==> config.mk <==
export PLATFORM = sky130hd
export DESIGN_NAME = rsa_run_ctrl
export DESIGN_NICKNAME = d
export VERILOG_FILES = /design/src/rtl/rsa_run_ctrl.sv
export SDC_FILE = /design/constraint.sdc
export NUM_CORES = 1
export LEC_CHECK = 0
export ABC_CLOCK_PERIOD_IN_PS = 2900
export BUFFER_PORTS_ARGS = -buffer_cell sky130_fd_sc_hd__buf_2
export CORE_ASPECT_RATIO = 1.75
export CORE_MARGIN = 2
export CORE_UTILIZATION = 50
export DETAILED_ROUTE_END_ITERATION = 7
export HOLD_SLACK_MARGIN = 0.03
export PLACE_DENSITY = 0.73
export RECOVER_POWER = 100
export SLEW_MARGIN = 20
export SYNTH_ARGS = -nofsm -noshare
export SYNTH_HDL_FRONTEND = slang
export SYNTH_SLANG_ARGS = --single-unit
==> constraint.sdc <==
create_clock -name clk -period 2.9 [get_ports clk]
set_clock_uncertainty 0.2 [all_clocks]
set_input_delay 0.145 -clock clk [delete_from_list [all_inputs] [get_ports clk]]
set_output_delay 0.145 -clock clk [all_outputs]
set_load 0.01 [all_outputs]
==> src/rtl/rsa_run_ctrl.sv <==
// rsa_run_ctrl: run-control sequencer for the RSA engine. It merges the
// GPIO and register-file start/stop pulses and launches one engine run at
// a time. Each run ends in done, abort or timeout.
// Ports: clk, rst (sync, active-high), en (global freeze when low),
//   gpio/reg start/stop command pulses, status_clr, eng_done in;
//   eng_start, eng_abort, irq one-cycle pulses out; running level out;
//   sticky done/aborted/timeout flags and the elapsed RUN-cycle count out.
module rsa_run_ctrl #(
  parameter int unsigned         CNT_W          = 16,
  parameter logic [CNT_W-1:0]    TIMEOUT_CYCLES = 16'hFFFF
) (
  input  logic             clk,
  input  logic             rst,
  input  logic             en,
  input  logic             gpio_start_cmd,
  input  logic             gpio_stop_cmd,
  input  logic             reg_start_cmd,
  input  logic             reg_stop_cmd,
  input  logic             status_clr,
  input  logic             eng_done,
  output logic             eng_start,
  output logic             eng_abort,
  output logic             running,
  output logic             done_flag,
  output logic             aborted_flag,
  output logic             timeout_flag,
  output logic [CNT_W-1:0] cycle_count,
  output logic             irq
);

  typedef enum logic [1:0] {
    S_IDLE,
    S_LAUNCH,
    S_RUN,
    S_ABORT
  } state_e;

  state_e           state_q, state_d;
  logic [CNT_W-1:0] cnt_q, cnt_d;
  logic             done_q, done_d;
  logic             abt_q, abt_d;
  logic             to_q, to_d;
  logic             start_q, start_d;
  logic             abort_q, abort_d;
  logic             irq_q, irq_d;
  logic             run_q, run_d;
  logic             start, stop;

  assign start = gpio_start_cmd | reg_start_cmd;
  assign stop  = gpio_stop_cmd | reg_stop_cmd;

  always_comb begin
    state_d = state_q;
    cnt_d   = cnt_q;
    done_d  = done_q;
    abt_d   = abt_q;
    to_d    = to_q;
    if (en) begin
      // Clear first so any set event below overrides it.
      if (status_clr) begin
        done_d = 1'b0;
        abt_d  = 1'b0;
        to_d   = 1'b0;
      end
      unique case (state_q)
        S_IDLE: begin
          if (start && !stop) begin
            state_d = S_LAUNCH;
            cnt_d   = '0;
            done_d  = 1'b0;
            abt_d   = 1'b0;
            to_d    = 1'b0;
          end
        end
        S_LAUNCH: begin
          state_d = stop ? S_ABORT : S_RUN;
        end
        S_RUN: begin
          // Counter only advances while staying in RUN, so the
          // reported count is the number of full RUN cycles.
          if (eng_done) begin
            state_d = S_IDLE;
            done_d  = 1'b1;
          end else if (stop) begin
            state_d = S_ABORT;
          end else if (cnt_q == TIMEOUT_CYCLES) begin
            state_d = S_ABORT;
            to_d    = 1'b1;
          end else if (cnt_q != '1) begin
            cnt_d = cnt_q + 1'b1;
          end
        end
        S_ABORT: begin
          state_d = S_IDLE;
          abt_d   = 1'b1;
        end
        default: state_d = S_IDLE;
      endcase
    end
  end

  // Pulses decode the next state; en low forces them off.
  always_comb begin
    start_d = en && (state_d == S_LAUNCH);
    abort_d = en && (state_d == S_ABORT);
    irq_d   = en && (state_d == S_IDLE) &&
              ((state_q == S_RUN) || (state_q == S_ABORT));
    run_d   = (state_d == S_LAUNCH) || (state_d == S_RUN);
  end

  always_ff @(posedge clk) begin
    if (rst) begin
      state_q <= S_IDLE;
      cnt_q   <= '0;
      done_q  <= 1'b0;
      abt_q   <= 1'b0;
      to_q    <= 1'b0;
      start_q <= 1'b0;
      abort_q <= 1'b0;
      irq_q   <= 1'b0;
      run_q   <= 1'b0;
    end else begin
      state_q <= state_d;
      cnt_q   <= cnt_d;
      done_q  <= done_d;
      abt_q   <= abt_d;
      to_q    <= to_d;
      start_q <= start_d;
      abort_q <= abort_d;
      irq_q   <= irq_d;
      run_q   <= run_d;
    end
  end

  assign eng_start    = start_q;
  assign eng_abort    = abort_q;
  assign irq          = irq_q;
  assign running      = run_q;
  assign done_flag    = done_q;
  assign aborted_flag = abt_q;
  assign timeout_flag = to_q;
  assign cycle_count  = cnt_q;

endmodule

# ---- Word-level counts from Yosys, hierarchy flattened
# Index checks and enable logic that the tools add are counted.
# Widths: inputs -> output; s select.
dict set report word_totals {
  reg_bits 25
  word_cells 63
  in_bits 9
}
dict set report op_classes {
  n_reduce_logical 12
  add_sub_neg 1
  n_eq_ne 13
  n_mux 26
  bitwise_logic 2
}
# op count
set op_table {}
lappend op_table {{$mux 16} 5}
lappend op_table {{$pmux 16 s2} 1}
lappend op_table {{$add 16x1->16 const B} 1}
lappend op_table {{$eq 16x16->1 const B} 1}
lappend op_table {{$ne 16x16->1 const B} 1}
lappend op_table {{$mux 1} 11}
lappend op_table {{$mux 2} 5}
lappend op_table {{$ne 2x2->1 const B} 5}
lappend op_table {{$eq 2x2->1 const B} 4}
lappend op_table {{$pmux 2 s4} 1}
lappend op_table {{$reduce_and 7->1} 1}
lappend op_table {{$pmux 1 s2} 3}
lappend op_table {{$logic_and 1x1->1} 5}
lappend op_table {{$eq 2x1->1 const B} 2}
lappend op_table {{$logic_not 2->1} 2}
lappend op_table {{$logic_or 1x1->1} 2}
lappend op_table {{$or 1x1->1} 2}
lappend op_table {{$reduce_bool 2->1} 1}
lappend op_table {{$logic_not 1->1} 1}

# ---- Longest topological paths before layout
dict set report logic_depth {
  word_depth 9
  ltp_mapped 9
  ltp_nobuf 8
}

# ---- Least setup slack after synthesis
# No wires, ideal clock.
dict set report synth_path {
  kind {flip-flop to flip-flop}
  from {reg cnt_q[0], in the netlist cycle_count[0]}
  to {reg abort_q, in the netlist eng_abort}
  path_buffers 2
  period_less_slack_ps 2303
  setup_ps 115
  arrival_ps 1987
  path_slack_ps 597
  required_ps 2585
  stages_incl_launch_ff 10
  cell_sequence {dfxtp_1 > ha_1 > and4_1 > clkbuf_2 > and4_1 > buf_2 > o311a_1 > o21a_1 > ha_1 > and3_1}
}
dict set report synth_between {
  elab_chain_cells 8
}
# item line_no
set synth_lines {}
lappend synth_lines {{start: declaration} 39} ;# logic [CNT_W-1:0] cnt_q, cnt_d;
lappend synth_lines {{start signal: assignment} 124} ;# cnt_q <= cnt_d;
lappend synth_lines {{$eq 16x16->1} 86} ;# end else if (cnt_q == TIMEOUT_CYCLES) begin
lappend synth_lines {{$mux 2} 86}
lappend synth_lines {{$mux 2} 84} ;# end else if (stop) begin
lappend synth_lines {{$mux 2} 81} ;# if (eng_done) begin
lappend synth_lines {{$pmux 2 s4} 65} ;# unique case (state_q)
lappend synth_lines {{$mux 2} 58} ;# if (en) begin
lappend synth_lines {{net state_d[0]} 38} ;# state_e state_q, state_d;
lappend synth_lines {{$eq 2x2->1} 105} ;# abort_d = en && (state_d == S_ABORT);
lappend synth_lines {{$logic_and 1x1->1} 105}
lappend synth_lines {{end signal: assignment} 129} ;# abort_q <= abort_d;
lappend synth_lines {{end: declaration} 44} ;# logic abort_q, abort_d;
# The timed path passes the listed nets, and every way through them passes these cells.
# A chain may end at the register's enable or synchronous reset.

# ---- Worst setup path after layout
dict set report layout_path {
  from {reg state_q[0]}
  to {reg cnt_q[15], in the netlist cycle_count[15]}
}
dict set report layout_between {
  elab_chain_cells 3
  elab_cells_between_ends 10
}
# item line_no
set layout_lines {}
lappend layout_lines {{start: declaration} 38}
lappend layout_lines {{start signal: assignment} 123} ;# state_q <= state_d;
lappend layout_lines {{$eq 2x2->1 / $logic_not 2->1 (equally long branches)} 65}
lappend layout_lines {{$ne 2x2->1 (no source line) / $reduce_bool 2->1 (equally long branches)} -}
lappend layout_lines {{$reduce_and 7->1 (no source line)} -}
# Several ways; a longest one is shown, not always the timed one.

==> results.md <==
- DRT iter0 DRCs: 22
- Cells on Worst Hold Path: 4
- Layout area overhead: 8.39%
- Synth async-reset ratio: 0%
- Peak supply drop: 0.222 mV
- Synth cell count leaders: dfxtp_1 (25), nand2_1 (23), mux2i_1 (14)
- Layout Nets: 231
- Worst setup EP type: register
- First-pass GRT wire length: 6500 um
- Fmax: 392 MHz
- First-pass DRT Iterations: 4
- Die Height: 81.5 um
- Netlist cell types: 48
- Sequential-to-total area share from yosys stat: 29.2%
- Multi-input gate area: 1050 um2
- Cells after Synth: 183
- CP Class: register to register
- CTS max path bufs: 2
- Critical Path RT: 2.91 ns
- FILL cells: 346
- DP Area: 1850 um2
- TritonCTS clock tree: built
- Top-count cell post-synth: dfxtp_1
- DP HPWL: 3000 um
- Syn_nets: 200
- WHS Endpoint: timeout_flag$_SDFFE_PP0P_
- Setup crit start kind: register
- Total Routing Usage GR: 22.4%
- Reg2Reg Depth: 6
- Io pins: 32
- Largest net degree at the start of global routing: 17
- Routing usage on met2: 41.2%
- Per-cell routed wire length: 15.3 um
- Cell Pwr Density: 351 nW/um2
- Fin. max-slew vios: 0
- Number of synthesized flops with an enable pin: 0
- Sequential cell area: 500 um2
- Vias: 1550
- Worst skew pair latency: 0.27 ns
- Most used DFF post-synth: dfxtp_1
- Max FO, Critical Path: 16
- Max_cap viols: 0
- Ranking of synthesized cells by area: dfxtp_1 (29%), mux2i_1 (8.2%), a311oi_2 (7.0%)
- Critical path data arrival time: 2.56 ns
- DRC violations left: 0
- Synthesized area per cell: 9.37 um2
- Die extent in x: 48.3 um
- Tcrit/Tclk final: 87.9%
- R2R Path End: cycle_count[15]$_SDFFE_PP0P_
- LEAKAGE: 0.671 nW
- Reg2reg start: state_q[0]$_SDFF_PP0_
- Mapped Area: 1720 um2
- Share of post-route cells with drive strength above 1: 9.86%
- Htree depth: 1
- TritonCTS Sinks: 25
- Setup Fix Bufs, Post-CTS: 0
- Worst hold path type: input port to register
- Vias in the first global route: 1488
- Post-Route WL: 3940 um
- CP Cell Sequence: inv_1, ha_1, and2b_1, nand3_2, a2111oi_0, mux2i_1
- Yosys top cell area share: 29.2%
- Status: completed
- RSZ-0062 raised after global routing: no
- Clock Pin Slew Worst Setup and Hold Paths: 0.09 ns
- Fin area: 1860 um2
- Grt ovf: 0
- HP Start: reg_stop_cmd
- Core footprint: 3330 um2
- YS warnings: 0
- Antenna viol nets, final: 0
- Hold-fix buffers at CTS: 5
- Worst path slowest cell: a2111oi_0
- Number of inserted diodes: 0
- Resize count post-CTS: 0
- Grt met1 use: 24.1%
- Die area: 3930 um2
- Initial antenna violation count: 0
- Slew margin rel.: 62.9%
- Flop2flop setup slack: 0.35 ns
- Area leader, netlist: dfxtp_1
- Final Hold Fails: 0
- Initial core utilization: 51.5%
- Root buffer cell: clkbuf_8
- GPL Wtd Cong: 0.805
- Slowest cell delay on critical path: 0.64 ns
- #FFs+latches synth: 25
- Num CTS Buffers: 3
- Setup TNS: 0 ns
- Core Rows: 28
- Busiest layer in global routing: met2
- Met3 Use GR: 2.64%
- Port bufs: 31
- Slew at the pin with the worst max-slew slack: 0.543 ns
- Setup violators final: 0
- Minimum clock period: 2.55 ns
- Vias per inst: 6.01
## cells by family after synthesis
kind of cell             count (synthesis)  share of synthesized area, %
AND/OR/NAND/NOR                         88                          31.7
AO/OA/AOI/OAI                           33                          19.5
flip-flops                              25                          29.2
buffers and inverters                   15                          5.54
multiplexers                            14                          8.17
adder cells (fa/ha/maj)                  8                          5.84
## how the worst max path moves through the flow
stage	start	endpoint	slack (ns)	depth (start not counted)
detailed placement	cycle_count[0]$_SDFFE_PP0P_	irq$_SDFF_PP0_	0.44	7
CTS	cycle_count[0]$_SDFFE_PP0P_	running$_SDFF_PP0_	0.41	7
floorplan	cycle_count[0]$_SDFFE_PP0P_	eng_abort$_SDFF_PP0_	0.60	9
global placement	cycle_count[0]$_SDFFE_PP0P_	irq$_SDFF_PP0_	0.48	7
finish	state_q[0]$_SDFF_PP0_	cycle_count[15]$_SDFFE_PP0P_	0.35	6
global route	state_q[0]$_SDFF_PP0_	cycle_count[15]$_SDFFE_PP0P_	0.17	6
## sequential cells by signal (all words and copies together), names as in the netlist
signal / cells
cycle_count: 16
state_q: 2
aborted_flag: 1
done_flag: 1
eng_abort: 1
eng_start: 1
irq: 1
running: 1
timeout_flag: 1
## layout by cell type (no fill, tap or decap), drive strengths merged, types with 2 or more instances in the layout
cell type / instances
nand3: 13
nor2b: 2
inv: 4
nor2: 3
clkbuf: 26
o211a: 2
a311oi: 11
nor3b: 3
dfxtp: 25
mux2i: 14
a21oi: 4
and4: 7
nand3b: 2
nand4: 5
ha: 8
or2: 2
o21ai: 4
or3b: 2
o21a: 2
nand2: 23
buf: 9
nand2b: 13
and3: 6
dlygate4sd3: 5
## worst max-delay path, delay by kind of cell (launching register included)
kind	cells	cell delay, ns
flops	1	0.43
simple gates	2	0.58
mux	1	0.25
buf+inv	1	0.09
compound gates	1	0.64
fa+ha+maj	1	0.30
## per-layer routing
metal | part of all wire [%] | vias up | wire, um
met4 | 2.4 | 0 | 96
li1 | - | 742 | -
met3 | 3.6 | 10 | 143
met1 | 38 | 756 | 1480
met2 | 56 | 42 | 2210
met5 | 0 | - | 0
## through the flow
| step | hold slack [ns] | power [mW] | worst slack [ns] | util [%] | cells |
|---|---|---|---|---|---|
| finish | 0.0661 | 0.652 | 0.352 | 55.9 | 258 |
| global route | 0.0898 | 0.685 | 0.167 | 55.9 | 258 |
| CTS | 0.0701 | 0.664 | 0.415 | 58.7 | 258 |
| detailed placement | 0.260 | 0.440 | 0.441 | 55.7 | 249 |
| global placement | 0.256 | 0.437 | 0.481 | 55.7 | 249 |
| floorplan | 0.0117 | 0.419 | 0.597 | - | 183 |
## power by group
group          total [mW]  internal (mW)  switching [mW]
Sequential          0.349          0.346         0.00230
Clock               0.221          0.101           0.120
Combinational      0.0825         0.0326          0.0500
Total               0.652          0.480           0.173
## area by class of cell
class                           count  share of cell area [%]
Multi-Input combinational cell    143                    56.7
Tap cell                           45                    3.03
Clock buffer                        3                    2.22
Sequential cell                    25                    26.9
Clock inverter                      1                   0.471
Timing Repair Buffer               37                    9.89
Inverter                            4                   0.808
Power figures use the tool's default switching activity.
